File: config.mk
export PLATFORM = sky130hd
export DESIGN_NAME = axil_to_apb_bridge
export DESIGN_NICKNAME = d
export VERILOG_FILES = /design/src/rtl/axil_apb_pkg.sv /design/src/rtl/axil_to_apb_bridge.sv
export SDC_FILE = /design/constraint.sdc
export NUM_CORES = 1
export LEC_CHECK = 0
export BUFFER_PORTS_ARGS = -buffer_cell sky130_fd_sc_hd__buf_2
export CAP_MARGIN = 20
export CORE_ASPECT_RATIO = 1.5
export CORE_MARGIN = 2
export CORE_UTILIZATION = 25
export DETAILED_ROUTE_END_ITERATION = 8
export GPL_ROUTABILITY_DRIVEN = 0
export SLEW_MARGIN = 20
export SYNTH_ARGS = -nofsm -noshare
export SYNTH_HDL_FRONTEND = slang
export SYNTH_SLANG_ARGS = --single-unit
File: constraint.sdc
create_clock -name clock -period 4.1 [get_ports clock]
set_input_delay 0.82 -clock clock [delete_from_list [all_inputs] [get_ports clock]]
set_output_delay 0.82 -clock clock [all_outputs]
set_load 0.02 [all_outputs]
File: src/rtl/axil_apb_pkg.sv
// -----------------------------------------------------------------------------
// axil_apb_pkg
//   Shared definitions for the AXI4-Lite to APB bridge:
//     - bridge_state_t : FSM state encoding (IDLE / SETUP / ACCESS / RESP)
//     - AXI_RESP_*     : AXI response codes returned on s_bresp / s_rresp
//     - axi_resp_from_slverr() : maps the APB error flag onto an AXI response
// -----------------------------------------------------------------------------
package axil_apb_pkg;

   typedef enum logic [1:0] {
      ST_IDLE   = 2'd0,
      ST_SETUP  = 2'd1,
      ST_ACCESS = 2'd2,
      ST_RESP   = 2'd3
   } bridge_state_t;

   localparam logic [1:0] AXI_RESP_OKAY   = 2'b00;
   localparam logic [1:0] AXI_RESP_SLVERR = 2'b10;

   function automatic logic [1:0] axi_resp_from_slverr(input logic pslverr);
      return pslverr ? AXI_RESP_SLVERR : AXI_RESP_OKAY;
   endfunction

endpackage : axil_apb_pkg

File: src/rtl/axil_to_apb_bridge.sv
// -----------------------------------------------------------------------------
// axil_to_apb_bridge
//   AXI4-Lite slave to APB master bridge. One AXI read or write is turned into
//   one APB SETUP/ACCESS transfer; the APB result is returned on R or B.
//   Only one transaction is ever in flight.
//
// Ports
//   clock, reset                 single clock, asynchronous active-high reset
//   s_aw* / s_w* / s_b*          AXI4-Lite write address / data / response
//   s_ar* / s_r*                 AXI4-Lite read address / data
//   out_paddr .. out_pstrb       APB request towards the downstream slave
//   out_pready/prdata/pslverr    APB completion from the downstream slave
// -----------------------------------------------------------------------------
module axil_to_apb_bridge
   import axil_apb_pkg::*;
#(
   parameter int ADDR_W = 32,
   parameter int DATA_W = 32,
   localparam int STRB_W = DATA_W / 8
) (
   input  logic              clock,
   input  logic              reset,

   // AXI4-Lite write address
   input  logic              s_awvalid,
   output logic              s_awready,
   input  logic [ADDR_W-1:0] s_awaddr,
   input  logic [2:0]        s_awprot,
   // AXI4-Lite write data
   input  logic              s_wvalid,
   output logic              s_wready,
   input  logic [DATA_W-1:0] s_wdata,
   input  logic [STRB_W-1:0] s_wstrb,
   // AXI4-Lite write response
   output logic              s_bvalid,
   input  logic              s_bready,
   output logic [1:0]        s_bresp,
   // AXI4-Lite read address
   input  logic              s_arvalid,
   output logic              s_arready,
   input  logic [ADDR_W-1:0] s_araddr,
   input  logic [2:0]        s_arprot,
   // AXI4-Lite read data
   output logic              s_rvalid,
   input  logic              s_rready,
   output logic [DATA_W-1:0] s_rdata,
   output logic [1:0]        s_rresp,

   // APB master
   output logic [ADDR_W-1:0] out_paddr,
   output logic              out_psel,
   output logic              out_penable,
   output logic [2:0]        out_pprot,
   output logic              out_pwrite,
   output logic [DATA_W-1:0] out_pwdata,
   output logic [STRB_W-1:0] out_pstrb,
   input  logic              out_pready,
   input  logic [DATA_W-1:0] out_prdata,
   input  logic              out_pslverr
);

   // ---------------------------------------------------------------------------
   // State and capture registers
   // ---------------------------------------------------------------------------
   bridge_state_t     state_q,   state_d;
   logic              last_wr_q, last_wr_d;   // direction of the most recent grant
   logic              write_q,   write_d;     // direction of the transfer in flight
   logic [ADDR_W-1:0] addr_q,    addr_d;
   logic [2:0]        prot_q,    prot_d;
   logic [DATA_W-1:0] wdata_q,   wdata_d;
   logic [STRB_W-1:0] wstrb_q,   wstrb_d;
   logic [DATA_W-1:0] rdata_q,   rdata_d;
   logic [1:0]        resp_q,    resp_d;

   // ---------------------------------------------------------------------------
   // Request arbitration (only meaningful in IDLE)
   // A write needs both AW and W present; half a write is never accepted.
   // On a conflict the direction not granted last time wins, so a write is
   // granted first after reset (last_wr_q starts at 0).
   // ---------------------------------------------------------------------------
   logic wr_req;
   logic rd_req;
   logic grant_wr;
   logic grant_rd;

   assign wr_req   = s_awvalid & s_wvalid;
   assign rd_req   = s_arvalid;
   assign grant_wr = wr_req & (~rd_req | ~last_wr_q);
   assign grant_rd = rd_req & ~grant_wr;

   // ---------------------------------------------------------------------------
   // Process 1: state register
   // ---------------------------------------------------------------------------
   // NOTE: sequential state uses non-blocking assignments so every flop samples
   // the pre-edge value of its _d, independent of statement order.
   always_ff @(posedge clock or posedge reset) begin
      if (reset) begin
         state_q   <= ST_IDLE;
         last_wr_q <= 1'b0;
         write_q   <= 1'b0;
         addr_q    <= '0;
         prot_q    <= '0;
         wdata_q   <= '0;
         wstrb_q   <= '0;
         rdata_q   <= '0;
         resp_q    <= AXI_RESP_OKAY;
      end else begin
         state_q   <= state_d;
         last_wr_q <= last_wr_d;
         write_q   <= write_d;
         addr_q    <= addr_d;
         prot_q    <= prot_d;
         wdata_q   <= wdata_d;
         wstrb_q   <= wstrb_d;
         rdata_q   <= rdata_d;
         resp_q    <= resp_d;
      end
   end

   // ---------------------------------------------------------------------------
   // Process 2: next-state and capture logic
   // ---------------------------------------------------------------------------
   // NOTE: every signal assigned here gets a default first (hold the current
   // value), so no path through the case statement can infer a latch.
   always_comb begin
      state_d   = state_q;
      last_wr_d = last_wr_q;
      write_d   = write_q;
      addr_d    = addr_q;
      prot_d    = prot_q;
      wdata_d   = wdata_q;
      wstrb_d   = wstrb_q;
      rdata_d   = rdata_q;
      resp_d    = resp_q;

      unique case (state_q)
         ST_IDLE: begin
            if (grant_wr) begin
               write_d   = 1'b1;
               last_wr_d = 1'b1;
               addr_d    = s_awaddr;
               prot_d    = s_awprot;
               wdata_d   = s_wdata;
               wstrb_d   = s_wstrb;
               state_d   = ST_SETUP;
            end else if (grant_rd) begin
               // Reads present all-zero write data and strobes on APB.
               write_d   = 1'b0;
               last_wr_d = 1'b0;
               addr_d    = s_araddr;
               prot_d    = s_arprot;
               wdata_d   = '0;
               wstrb_d   = '0;
               state_d   = ST_SETUP;
            end
         end

         ST_SETUP: begin
            state_d = ST_ACCESS;
         end

         ST_ACCESS: begin
            // No timeout: the slave may stretch ACCESS indefinitely.
            if (out_pready) begin
               rdata_d = write_q ? '0 : out_prdata;
               resp_d  = axi_resp_from_slverr(out_pslverr);
               state_d = ST_RESP;
            end
         end

         ST_RESP: begin
            if (write_q ? s_bready : s_rready) begin
               state_d = ST_IDLE;
            end
         end

         default: begin
            state_d = ST_IDLE;
         end
      endcase
   end

   // ---------------------------------------------------------------------------
   // Process 3: output decode
   // ---------------------------------------------------------------------------
   always_comb begin
      s_awready   = 1'b0;
      s_wready    = 1'b0;
      s_arready   = 1'b0;
      out_psel    = 1'b0;
      out_penable = 1'b0;
      s_bvalid    = 1'b0;
      s_rvalid    = 1'b0;

      unique case (state_q)
         ST_IDLE: begin
            // Ready is a combinational function of valid; it is also forced
            // low while reset is held so nothing appears accepted during reset.
            s_awready = grant_wr & ~reset;
            s_wready  = grant_wr & ~reset;
            s_arready = grant_rd & ~reset;
         end
         ST_SETUP: begin
            out_psel = 1'b1;
         end
         ST_ACCESS: begin
            out_psel    = 1'b1;
            out_penable = 1'b1;
         end
         ST_RESP: begin
            s_bvalid = write_q;
            s_rvalid = ~write_q;
         end
         default: begin
            s_awready = 1'b0;
         end
      endcase
   end

   // APB request fields come straight from the capture registers, so they are
   // stable for the whole SETUP/ACCESS window.
   assign out_paddr  = addr_q;
   assign out_pprot  = prot_q;
   assign out_pwrite = write_q;
   assign out_pwdata = wdata_q;
   assign out_pstrb  = wstrb_q;

   // Response channels share the captured result.
   assign s_bresp = resp_q;
   assign s_rresp = resp_q;
   assign s_rdata = rdata_q;

endmodule : axil_to_apb_bridge

* Yosys cells after proc, flatten, opt, wreduce, memory -nomap -nowiden
Cells that the tools add are included.
** Word-level totals
- Input bits :: 147
- Output and inout bits :: 115
- Bits in registers :: 108
- Logic and storage cells :: 54
** Operators by class
- Eq/ne operators :: 6
- Multiplexer cells :: 24
- Bitwise operators :: 10
- Reduce and logical (&&, ||, !) cells :: 6
** Operators by type and width (count)
- 32-bit two-way mux :: 5
- 2-bit two-way mux :: 5
- 1-bit two-way mux :: 9
- 4-bit two-way mux :: 2
- 2-bit case mux with 4 select lines :: 1
- 3-bit two-way mux :: 2
- 1-bit bitwise AND :: 5
- 2-bit == test (second input constant) :: 2
- 2-bit inequality test (second input constant) :: 2
- 1-bit NOT :: 4
- 2-bit AND reduction :: 2
- 3-bit inequality test (second input constant) :: 1
- 3-bit AND reduction :: 1
- 2-bit by 1-bit == test with 1-bit output (second input constant) :: 1
- 2-bit logical NOT :: 1
- 2-bit nonzero test :: 1
- 2-bit OR reduction :: 1
- 1-bit bitwise OR :: 1

* Longest topological paths before layout
- Word-level depth :: 8
- Mapped depth :: 7
- Mapped depth without buffers :: 5

* Worst setup path before layout
Ideal clock, no wire load.
- Path kind :: input port to output port
- From :: input reset
- To :: output s_arready
- Cell stages on the path :: 2
- Data required time :: 3.280 ns
- Slack :: -0.348 ns
- Path buffers :: 0
- Data arrival time :: 3.628 ns
- Cells stage by stage :: inv_1 and4_1
** On the way
- Longest elaborated chain between the ends :: 3
** RTL lines
- start: declaration :: line axil_to_apb_bridge.sv:22 : input logic reset,
- 1-bit NOT :: line axil_to_apb_bridge.sv:201 : s_arready = grant_rd & ~reset;
- 1-bit bitwise AND :: line axil_to_apb_bridge.sv:201
- 1-bit two-way mux :: line axil_to_apb_bridge.sv:195 : unique case (state_q)
- end: declaration :: line axil_to_apb_bridge.sv:40 : output logic s_arready,
Every way passes these cells.

* Final worst setup path
- From :: register state_q[0]
- To :: output s_wready
** On the way
- Longest elaborated chain between the ends :: 2
** RTL lines
- start: declaration :: line axil_to_apb_bridge.sv:65 : bridge_state_t state_q, state_d;
- start signal: assignment :: line axil_to_apb_bridge.sv:108 : state_q <= state_d;
- 2-bit logical NOT :: line axil_to_apb_bridge.sv:195
- 1-bit two-way mux :: line axil_to_apb_bridge.sv:195
- end: declaration :: line axil_to_apb_bridge.sv:31 : output logic s_wready,
Every way passes these cells.

==> out/qor.yml <==
rsz0062_at_grt: "no"
yosys.area_share.simple_pct: 14.0
muxShareOfSynthArea_pct: 0.713
setup_slack_ps: 1630
post_cts_buffers: 0
drive_above_1_share_pct: 43.2
worst_pin_slew_ps: 962
fp-row-count: 63
cts-root-buf: "clkbuf_16"
synthDistinctLibCells: 28
port_buffers: 259
die_w_um: 120
cp_num_buf_inv: 2
cts.sinks: 107
tritoncts: "done"
hold_violations: 0
status: "completed"
worstSetupPathType: "reg2out"
dieArea_sq_um: 21500
cts.repair.resized: 0
slowest_delay_ps: 390
overflow: 0
synth_fa_ha_area_share_pct: 0.738
grt_pass1_vias: 4586
crit_path_end_kind: "primary output"
cts-buffers-inserted: 9
clk_latency_ps: 350
core_sq_um: 19900
holdBufCountCts: 0
drcViolationCount: 0
clkSlewWorstSetupHoldPaths_ps: 80
drt_pass1_iterations: 4
timing.final.crit_share_pct: 60.2
cp_max_fo: 11
ys_seq_area_share_pct: 52.6
min_period_ps: 2470
tns_ps: 0
drt-initial-drc-count: 252
synth_compound_area_share_pct: 23.0
antenna_left: 0
worstSetupStartpointType: "flop"
syn_avg_cell_area_sq_um: 9.47
cp.arrival_ps: 1650
synth_top_family_by_area: "compound AO/OA/AOI/OAI gates"
grt_start_max_net_pins: 73
p_leak_nw: 3.29
path_delay_family: "flip-flops"
final_nets: 912
area_growth_syn_to_layout_pct: 34.1
finalClockSkew_ps: 8.02
ys_warn_count: 0
cts.htree.levels: 3
hold_path.class: "reg2reg"
path_cells: "inv_1, ha_2, nor3b_1, buf_2"
routed_wl_um: 16200
max_slew_margin_pct: 35.5
worstPathRequired_ps: 3280
route.vias.total: 4714
ioPinCount: 262
crit_slowest_cell: "dfrtp_1"
setup_viol_count_final: 0
fmax_ghz: 0.405
via_per_inst: 4.59
track_usage_pct: 14.8
layout_common_cells: "259 x buf_2, 107 x dfrtp_1, 67 x o21ai_0"
synth_cells: 537
ys_ff_latch: 107
place_ws_ps: 1410
initial_utilization_pct: 25.6
synth-xor-area-share_pct: 0
final_common_cell: "buf_2"
power_density_nw_per_um2: 771
antennaDiodeCount: 0
antenna_found_initial: 1
die_y_um: 179
cts_buffer_depth: 2
dp.final_hpwl_um: 11300
synth_area_sq_um: 5090
wl_per_cell_um: 15.8
peakVddDrop_v: 0.000301
drv_slew: 0
cap_violations: 0
grt_first_pass_wirelength_um: 24900
==> path summary, 6_finish.rpt <==
path / slack [ps] / to / startpoint / cells past startpoint
max reg2reg: 1820 / state_q[1]$_DFFE_PP0P_ / state_q[0]$_DFFE_PP0P_ / 5
min: 480 / s_rdata[0]$_DFFE_PP0P_ / s_rdata[0]$_DFFE_PP0P_ / 2
max in group asynchronous: 2220 / s_rdata[9]$_DFFE_PP0P_ / reset / 4
min reg2reg: 480 / s_rdata[0]$_DFFE_PP0P_ / s_rdata[0]$_DFFE_PP0P_ / 2
min in group asynchronous: 670 / out_paddr[1]$_DFFE_PP0P_ / reset / 3
max: 1630 / s_wready / state_q[0]$_DFFE_PP0P_ / 4
==> cell type report <==
cell class	count	area, sq um
multi-input combinational	335	1980
tap	260	325
clock buffer	10	229
timing repair buffer	269	1400
clock inverter	6	56.3
inverter	40	154
sequential	107	2680
fill	2140	13000
==> cells by family after synthesis <==
| logic type | Yosys count |
|---|---|
| simple gates | 148 |
| mux | 3 |
| other cells | 1 |
| compound gates | 179 |
| flops | 107 |
| fa+ha+maj | 3 |
| buf+inv | 96 |
==> tightest hold or removal path: stages (launching register included) <==
cell     delay (ps)
dfrtp_1         340
nand2_1          50
o21ai_0          60
==> synth_stat cells, drive strengths merged <==
| master | count | share of area (%) |
|---|---|---|
| nand2 | 68 | 5.0 |
| a21oi | 37 | 3.6 |
| dfrtp | 107 | 53 |
| a31oi | 35 | 8.0 |
| and4 | 1 | 0.17 |
| clkbuf | 29 | 2.1 |
| nor3b | 1 | 0.15 |
| a21o | 1 | 0.15 |
| a221o | 1 | 0.20 |
| ha | 3 | 0.74 |
| nand4 | 36 | 4.4 |
| nor2b | 2 | 0.25 |
| buf | 27 | 3.7 |
| nand3 | 36 | 3.5 |
| a211oi | 1 | 0.15 |
| o21ai | 104 | 11 |
| mux2i | 1 | 0.20 |
| conb | 1 | 0.074 |
| mux2 | 2 | 0.52 |
| inv | 40 | 3.0 |
| and2 | 4 | 0.49 |
==> stage by stage <==
stage                     utilization [%]  power (mW)  area (sq um)  cells  hold WS [ps]
after global placement               32.7        4.40          6490   1009           460
after CTS                            34.1        5.32          6770   1025           484
after detailed placement             32.7        4.44          6490   1009           465
final                                34.3        5.26          6820   1027           478
after global routing                 34.3        5.64          6820   1027           504
after floorplan                         -        3.57          5090    538           532
==> sequential cells by signal, indices dropped and copies added (netlist names) <==
| name | count |
|---|---|
| out_paddr | 32 |
| out_pwdata | 32 |
| s_rdata | 32 |
| out_pstrb | 4 |
| out_pprot | 3 |
| state_q | 2 |
| out_pwrite | 1 |
| s_bresp | 1 |
==> power breakdown <==
group	total (mW)	switching [mW]	internal, mW
clock network	0.865	0.437	0.428
registers	1.82	0.270	1.55
logic	2.57	1.72	0.857
==> per-layer routing <==
layer  vias to the layer above  global-route usage (%)  share of wire, %
li1                       2312                       -                 -
met1                      2219                    18.3                41
met2                       162                    25.4                51
met3                        21                    2.83               5.2
met4                         0                    5.62               2.2
met5                         -                       0                 0
No activity file was read; power rests on OpenSTA's default activity.
